<file path="config.mk">
export PLATFORM = sky130hd
export DESIGN_NAME = program_load_sequencer
export DESIGN_NICKNAME = d
export VERILOG_FILES = /design/src/rtl/program_load_sequencer_pkg.sv /design/src/rtl/program_load_sequencer_run_cycle_counter.sv /design/src/rtl/program_load_sequencer.sv
export SDC_FILE = /design/constraint.sdc
export NUM_CORES = 1
export LEC_CHECK = 0
export CAP_MARGIN = 20
export CORE_MARGIN = 1.5
export CORE_UTILIZATION = 55
export CTS_CLUSTER_DIAMETER = 40
export DETAILED_ROUTE_END_ITERATION = 10
export GPL_TIMING_DRIVEN = 0
export PLACE_DENSITY = 0.86
export RECOVER_POWER = 25
export SYNTH_ARGS = -nofsm -noshare
export SYNTH_HDL_FRONTEND = slang
export SYNTH_SLANG_ARGS = --single-unit
</file>
<file path="constraint.sdc">
create_clock -name ip_clk -period 6.5 [get_ports ip_clk]
set_input_delay 1.3 -clock ip_clk [delete_from_list [all_inputs] [get_ports ip_clk]]
set_output_delay 1.3 -clock ip_clk [all_outputs]
set_load 0.02 [all_outputs]
</file>
<file path="src/rtl/program_load_sequencer_pkg.sv">
// Shared definitions for the program-load sequencer: FSM states, session
// status codes and the per-word address stride.
package program_load_sequencer_pkg;

  typedef enum logic [2:0] {
    S_IDLE,
    S_CORE_RST,
    S_LOAD,
    S_DRAIN,
    S_RUN,
    S_DONE
  } state_t;

  typedef logic [1:0] status_t;

  localparam status_t STAT_HALT   = 2'b00;
  localparam status_t STAT_BUDGET = 2'b01;
  localparam status_t STAT_ABORT  = 2'b10;
  localparam status_t STAT_PARAM  = 2'b11;

  localparam int WORD_INC = 4;

endpackage

</file>
<file path="src/rtl/program_load_sequencer_run_cycle_counter.sv">
// Saturating run-cycle counter with synchronous clear and a budget-hit flag
// that fires in the cycle whose increment reaches a nonzero budget.
module run_cycle_counter #(
  parameter int CYC_W = 32
) (
  input  logic             clk,
  input  logic             rst_n,
  input  logic             clr,
  input  logic             en,
  input  logic [CYC_W-1:0] budget,
  output logic [CYC_W-1:0] count,
  output logic             budget_hit
);

  logic [CYC_W-1:0] count_q, count_d;

  always_comb begin
    count_d = count_q;
    if (clr) begin
      count_d = '0;
    end else if (en && (count_q != '1)) begin
      count_d = count_q + CYC_W'(1);
    end
  end

  always_ff @(posedge clk or negedge rst_n) begin
    if (!rst_n) begin
      count_q <= '0;
    end else begin
      count_q <= count_d;
    end
  end

  // A zero budget means unlimited, so it never produces a hit.
  assign budget_hit = (budget != '0) && ((count_q + CYC_W'(1)) == budget);
  assign count      = count_q;

endmodule

</file>
<file path="src/rtl/program_load_sequencer.sv">
// Session controller in front of data_path: holds the core in reset, streams
// host words into instruction memory, runs the core, then freezes it again.
module program_load_sequencer
  import program_load_sequencer_pkg::*;
#(
  parameter int ADDR_W     = 32,
  parameter int DATA_W     = 32,
  parameter int CNT_W      = 16,
  parameter int CYC_W      = 32,
  parameter int RST_CYCLES = 2
) (
  input  logic              ip_clk,
  input  logic              ip_rst,
  input  logic              ip_start,
  input  logic [ADDR_W-1:0] ip_base_addr,
  input  logic [CNT_W-1:0]  ip_instr_count,
  input  logic [CYC_W-1:0]  ip_run_cycles,
  input  logic [DATA_W-1:0] ip_host_data,
  input  logic              ip_host_valid,
  output logic              op_host_ready,
  input  logic              ip_halt,
  input  logic              ip_abort,
  output logic [DATA_W-1:0] op_wr_instr_mem_data,
  output logic [ADDR_W-1:0] op_wr_instr_mem_addr,
  output logic              op_wr_instr_mem_en,
  output logic              op_stall_ctrl,
  output logic              op_core_rst,
  output logic              op_busy,
  output logic              op_done,
  output logic [1:0]        op_status,
  output logic [CYC_W-1:0]  op_cycle_count
);

  localparam int RC_W = (RST_CYCLES > 1) ? $clog2(RST_CYCLES) : 1;

  state_t            state_q, state_d;
  logic [ADDR_W-1:0] addr_q, addr_d;
  logic [CNT_W-1:0]  remain_q, remain_d;
  logic [CYC_W-1:0]  budget_q, budget_d;
  logic [RC_W-1:0]   rst_cnt_q, rst_cnt_d;
  logic              ready_q, ready_d;
  logic              wr_en_q, wr_en_d;
  logic [DATA_W-1:0] wr_data_q, wr_data_d;
  logic [ADDR_W-1:0] wr_addr_q, wr_addr_d;
  logic              stall_q, stall_d;
  logic              core_rst_q, core_rst_d;
  logic              busy_q, busy_d;
  logic              done_q, done_d;
  status_t           status_q, status_d;
  logic              cnt_clr;
  logic              budget_hit;

  always_comb begin
    state_d    = state_q;
    addr_d     = addr_q;
    remain_d   = remain_q;
    budget_d   = budget_q;
    rst_cnt_d  = rst_cnt_q;
    ready_d    = ready_q;
    wr_en_d    = 1'b0;
    wr_data_d  = wr_data_q;
    wr_addr_d  = wr_addr_q;
    stall_d    = stall_q;
    core_rst_d = core_rst_q;
    busy_d     = busy_q;
    done_d     = done_q;
    status_d   = status_q;
    cnt_clr    = 1'b0;

    unique case (state_q)
      S_IDLE, S_DONE: begin
        if (ip_start) begin
          cnt_clr  = 1'b1;
          addr_d   = ip_base_addr;
          remain_d = ip_instr_count;
          budget_d = ip_run_cycles;
          stall_d  = 1'b1;
          // A rejected session keeps the core held in reset throughout.
          core_rst_d = 1'b1;
          if ((ip_base_addr[1:0] != 2'b00) || (ip_instr_count == '0)) begin
            state_d  = S_DONE;
            status_d = STAT_PARAM;
            done_d   = 1'b1;
            busy_d   = 1'b0;
          end else begin
            state_d   = S_CORE_RST;
            status_d  = STAT_HALT;
            done_d    = 1'b0;
            busy_d    = 1'b1;
            rst_cnt_d = '0;
          end
        end
      end
      S_CORE_RST: begin
        if (ip_abort) begin
          state_d    = S_DONE;
          status_d   = STAT_ABORT;
          done_d     = 1'b1;
          busy_d     = 1'b0;
          core_rst_d = 1'b0;
        end else if (rst_cnt_q == RC_W'(RST_CYCLES - 1)) begin
          state_d    = S_LOAD;
          core_rst_d = 1'b0;
          ready_d    = 1'b1;
        end else begin
          rst_cnt_d = rst_cnt_q + RC_W'(1);
        end
      end
      S_LOAD: begin
        if (ip_abort) begin
          // Any handshake in this cycle is dropped on the floor.
          state_d  = S_DONE;
          status_d = STAT_ABORT;
          done_d   = 1'b1;
          busy_d   = 1'b0;
          ready_d  = 1'b0;
        end else if (ready_q && ip_host_valid) begin
          wr_en_d   = 1'b1;
          wr_data_d = ip_host_data;
          wr_addr_d = addr_q;
          addr_d    = addr_q + ADDR_W'(WORD_INC);
          remain_d  = remain_q - CNT_W'(1);
          if (remain_q == CNT_W'(1)) begin
            ready_d = 1'b0;
            state_d = S_DRAIN;
          end
        end
      end
      S_DRAIN: begin
        state_d = S_RUN;
        stall_d = 1'b0;
      end
      S_RUN: begin
        if (ip_abort || ip_halt || budget_hit) begin
          state_d  = S_DONE;
          stall_d  = 1'b1;
          done_d   = 1'b1;
          busy_d   = 1'b0;
          status_d = ip_abort ? STAT_ABORT : (ip_halt ? STAT_HALT : STAT_BUDGET);
        end
      end
      default: state_d = S_IDLE;
    endcase
  end

  always_ff @(posedge ip_clk or negedge ip_rst) begin
    if (!ip_rst) begin
      state_q    <= S_IDLE;
      addr_q     <= '0;
      remain_q   <= '0;
      budget_q   <= '0;
      rst_cnt_q  <= '0;
      ready_q    <= 1'b0;
      wr_en_q    <= 1'b0;
      wr_data_q  <= '0;
      wr_addr_q  <= '0;
      stall_q    <= 1'b1;
      core_rst_q <= 1'b1;
      busy_q     <= 1'b0;
      done_q     <= 1'b0;
      status_q   <= STAT_HALT;
    end else begin
      state_q    <= state_d;
      addr_q     <= addr_d;
      remain_q   <= remain_d;
      budget_q   <= budget_d;
      rst_cnt_q  <= rst_cnt_d;
      ready_q    <= ready_d;
      wr_en_q    <= wr_en_d;
      wr_data_q  <= wr_data_d;
      wr_addr_q  <= wr_addr_d;
      stall_q    <= stall_d;
      core_rst_q <= core_rst_d;
      busy_q     <= busy_d;
      done_q     <= done_d;
      status_q   <= status_d;
    end
  end

  run_cycle_counter #(
    .CYC_W (CYC_W)
  ) u_run_cycle_counter (
    .clk        (ip_clk),
    .rst_n      (ip_rst),
    .clr        (cnt_clr),
    .en         (state_q == S_RUN),
    .budget     (budget_q),
    .count      (op_cycle_count),
    .budget_hit (budget_hit)
  );

  assign op_host_ready        = ready_q;
  assign op_wr_instr_mem_data = wr_data_q;
  assign op_wr_instr_mem_addr = wr_addr_q;
  assign op_wr_instr_mem_en   = wr_en_q;
  assign op_stall_ctrl        = stall_q;
  assign op_core_rst          = core_rst_q;
  assign op_busy              = busy_q;
  assign op_done              = done_q;
  assign op_status            = status_q;

endmodule

</file>
# After elaboration in Yosys (flattened, before gate mapping)
# Cells that the tools add are included.
# totals
ff_bits	188
inputBits	118
output_inout_bits	104
elab_cells	123
# classes
add_sub_neg	4
n_eq_ne	19
muxes	57
n_bitwise	1
n_reduce_logical	27
# op_table
op	count
$mux 32	5
$pmux 32 s2	1
$mux 16	3
$add 32x1->32 const B	1
$add 32x3->32 const B	1
$eq 32x32->1	1
$ne 32x32->1 const B	1
$pmux 16 s2	1
$reduce_bool 32->1	1
$mux 1	26
$mux 3	8
$eq 16x1->1 const B	1
$logic_not 16->1	1
$sub 16x1->16 const B	1
$pmux 3 s5	1
$ne 2x2->1 const B	7
$reduce_and 4->1	3
$mux 2	5
$reduce_and 5->1	2
$reduce_bool 2->1	5
$ne 3x3->1 const B	3
$pmux 1 s3	3
$reduce_and 3->1	3
$eq 3x2->1 const B	2
other kinds (13)	22

# Logic depth before layout (Yosys ltp)
# logic_depth
ltp_word	6
depth_mapped	11

# Hierarchy
# From an unflattened synthesis, not the netlist that was laid out.
# unflattened
cells_unflattened	1139
hier_area_um2	9838.2
# by_module_without_submodules
module	n_inst	cells_per_inst	area_each_um2	seq_area_each_um2
program_load_sequencer	1	826	7188.1	3906.2
run_cycle_counter	1	313	2650.0	800.8

# Worst setup path before layout
# OpenSTA, ideal clock, no wires.
# synth_timing
path_type	flip-flop to flip-flop
start	register u_run_cycle_counter.count_q[0] (netlist: u_run_cycle_counter.count[0])
end	register status_q[1] (netlist: op_status[1])
setup_ns	0.120
t_arrival_ns	2.970
slack_ns	3.410
path_stages_with_launch	11
path_buffers	1
period_less_slack_ns	3.090
cell_sequence	dfrtp_1 ha_1 nand3_4 or4_4 buf_6 or4_4 nor3_1 a41oi_1 a21oi_1 nand4_2 a31o_1
# synth_via
elab_chain_cells	6
# synth_lines
element	line	source
from (decl)	program_load_sequencer_run_cycle_counter.sv:15	logic [CYC_W-1:0] count_q, count_d;
from (signal assigned)	program_load_sequencer_run_cycle_counter.sv:30	count_q <= count_d;
$add 32x1->32	program_load_sequencer_run_cycle_counter.sv:35	assign budget_hit = (budget != '0) && ((count_q + CYC_W'(1)) == budget);
$eq 32x32->1	program_load_sequencer_run_cycle_counter.sv:35	
$logic_and 1x1->1	program_load_sequencer_run_cycle_counter.sv:35	
$logic_or 1x1->1	program_load_sequencer.sv:134	if (ip_abort || ip_halt || budget_hit) begin
$ne 2x2->1 (no source line)	n/a	
$reduce_and 4->1 (no source line)	n/a	
to (signal assigned)	program_load_sequencer.sv:176	status_q <= status_d;
to (decl)	program_load_sequencer.sv:49	status_t status_q, status_d;
# Every way passes these cells.
# A chain may end at the register's enable or synchronous reset.

==> results.toml <==
[timing]
hold_viol_final = 0
min_period_ps = 4030
whs_ps = 489
report.final.slew_viol_count = 117
rsz0062_at_grt = "no"
fmax_ghz = 0.248
finalCritPeriodShare_pct = 62.0
setup_violations = 0
fin_skew_ps = 11.6
worst_slew_pin_slew_ps = 2880
relSlewSlack_pct = -91.8

[logic_synthesis]
synth_area_leaders = "dfrtp_1, mux2_2, nand2_1, o21ai_0, a21oi_1"
synth_warnings = 0
synth_seq_cells = 188
synth_area_um2 = 9850
yosysSeqAreaShare_pct = 47.8
yosys_most_used_dff = "dfrtp_1"
syn_inst = 1090
synth_edf_count = 0
yosysMostFrequentCell = "nand2_1"
yosysTopAreaCellShare_pct = 47.2
yosysUniqueCellTypes = 58
synthArstFlopShare_pct = 100
synth_common_cells = "nand2_1, dfrtp_1, o21ai_0"
yosysTopAreaCell = "dfrtp_1"
post_synth.cell_area_avg_um2 = 9.04
synth_fp_nets = 1212

[outcome]
status = "complete, but fails checks"
violations = "max-capacitance violations, max-slew violations"

[critical_path]
critPathMaxFanout = 116
cp.arrival_ps = 3940
critPathRequiredTime_ps = 6410
path_delay_family = "buffers and inverters"
worstPathCellList = "buf_8, clkbuf_2"
crit_slowest_cell = "clkbuf_2"
worstSetupPathType = "in2async"
start_kind = "input pin"
crit_buf_inv = 2
cp-end-kind = "asynchronous set/reset pin"
max_stage_delay_ps = 2040

[grt]
antenna_found_initial = 0
grt_pass1_wl_um = 47800
gr-usage-all-layers_pct = 33.0
gr-total-overflow = 0
grt_max_degree = 117
first_global_vias = 9166

[cts]
post_cts_buffers = 0
root_buffer = "clkbuf_16"
hold_buffers = 0
cts_sinks = 188
cts_resized = 0
numCtsBuffers = 17
tritoncts = "built"
clock_path_buffers = 2
clkLatencyLatePin_ps = 440
htreeDepth = 4
cts.clk_slew.worst_paths_ps = 70

[route]
drt_iter0_drc = 824
via_per_inst = 6.07
routed-via-count = 9532
final_antenna_net_count = 0
post_drt_wl_per_cell_um = 19.3
drt_pre_antenna_iters = 5
drc = 0
routed_wl_um = 30300

[final_layout]
diodes = 0
area_delta_synth_final_pct = 31.7
final_util_pct = 74.5
layout-drive-gt1-share_pct = 9.29
nets = 1454
num-fill-cells = 1283
finalInstanceArea_um2 = 13000

[floorplan]
die_w_um = 137
start_util_pct = 56.6
dieArea_um2 = 18700
num_rows = 48
io_pins = 222
die_h_um = 137
design.core.area_um2 = 17400

[hold_path]
hold_class = "reg2reg"

[placed_design]
gp_congestion = 0.987
portBuffers = 221
dpl_cell_area_um2 = 12400
dp_hpwl_um = 21900

[pwr]
power.density_nw_per_um2 = 360
vdd_drop_max_mv = 0.223
leakage_nw = 5.48
finalPower_mw = 4.67

[flow_run]
cap_violations = 1
[cell usage in the layout, fill, tap and decap left out, types with 21 or more instances in the layout]
cell / instances
nor3_1: 25
xor2_1: 21
o31ai_1: 24
xnor2_1: 23
nand4_1: 23
nor2_1: 81
nor4_1: 22
a21oi_1: 73
clkdlybuf4s50_1: 219
dfrtp_1: 186
o21ai_0: 95
mux2_2: 65
nand3_1: 36
o22ai_1: 23
clkbuf_1: 48
nand2_1: 188
[cell type report]
cell class                 count  area (µm²)  share of cell area, %
buffer                        66         264                   2.03
clock buffer                  17         425                   3.28
clock inverter                15         186                   1.44
inverter                      17        63.8                  0.492
multi-input combinational    819        4820                   37.1
sequential                   188        4710                   36.3
tap                          225         282                   2.17
timing repair buffer         223        2230                   17.2
[per-stage QoR]
step	TNS, ps	cells	worst slack, ps
5_1_grt	0	1570	1770
3_5_place_dp	0	1537	2140
4_1_cts	0	1569	2580
6_report	0	1570	2470
3_3_place_gp	-678480	1536	-3660
2_1_floorplan	0	1090	3410
[worst reg2reg max path, cell delays in order (launching register included)]
cell and delay (ps):
dfrtp_1 340, buf_2 200, nand4_1 190, or2_2 340, clkbuf_1 180, nor4_1 630
nand3_1 260, xnor2_1 230, a2111oi_0 710, nand4_2 320, a31o_1 310
[power breakdown]
part / total (mW) / switching (mW) / internal (mW)
Combinational: 1.68 / 0.981 / 0.697
Sequential: 1.90 / 0.387 / 1.52
Clock: 1.09 / 0.477 / 0.611
[state kept, by name, summed over array words and instances (netlist names), 2 cells and up]
name	flops
addr_q	32
budget_q	32
op_status	2
op_wr_instr_mem_addr	32
op_wr_instr_mem_data	32
remain_q	16
state_q	3
u_run_cycle_counter.count	32
[final timing paths]
| kind | startpoint | end | slack, ps | cells after the start |
|---|---|---|---|---|
| worst max-delay path | ip_rst | addr_q[23] | 2470 | 2 |
| worst min-delay path | addr_q[0] | addr_q[0] | 490 | 2 |
| worst max register to register | u_run_cycle_counter.count[7] | op_busy | 2680 | 10 |
| worst min register to register | addr_q[0] | addr_q[0] | 490 | 2 |
| max in group ip_clk | ip_start | op_wr_instr_mem_addr[24] | 2580 | 9 |
| min in group asynchronous | ip_rst | state_q[0] | 830 | 1 |
[routing by layer]
layer  global-route usage, %  share of wire, %
met3                    7.85               9.2
met5                       0                 0
met1                    43.2                40
met2                    53.1                47
met4                    12.8               3.6
[kinds of logic (layout without fill, tap and decap cells)]
logic type      count (synthesis)  in the layout  share of synthesized area (%)
compound gates                263            263                           15.6
simple gates                  439            439                           21.0
fa+ha+maj                       5              5                          0.610
mux                            68             68                           7.73
buf+inv                        83            338                           3.33
flops                         188            188                           47.8
xor+xnor                       44             44                           3.91
(Power assumes the default switching activity.)
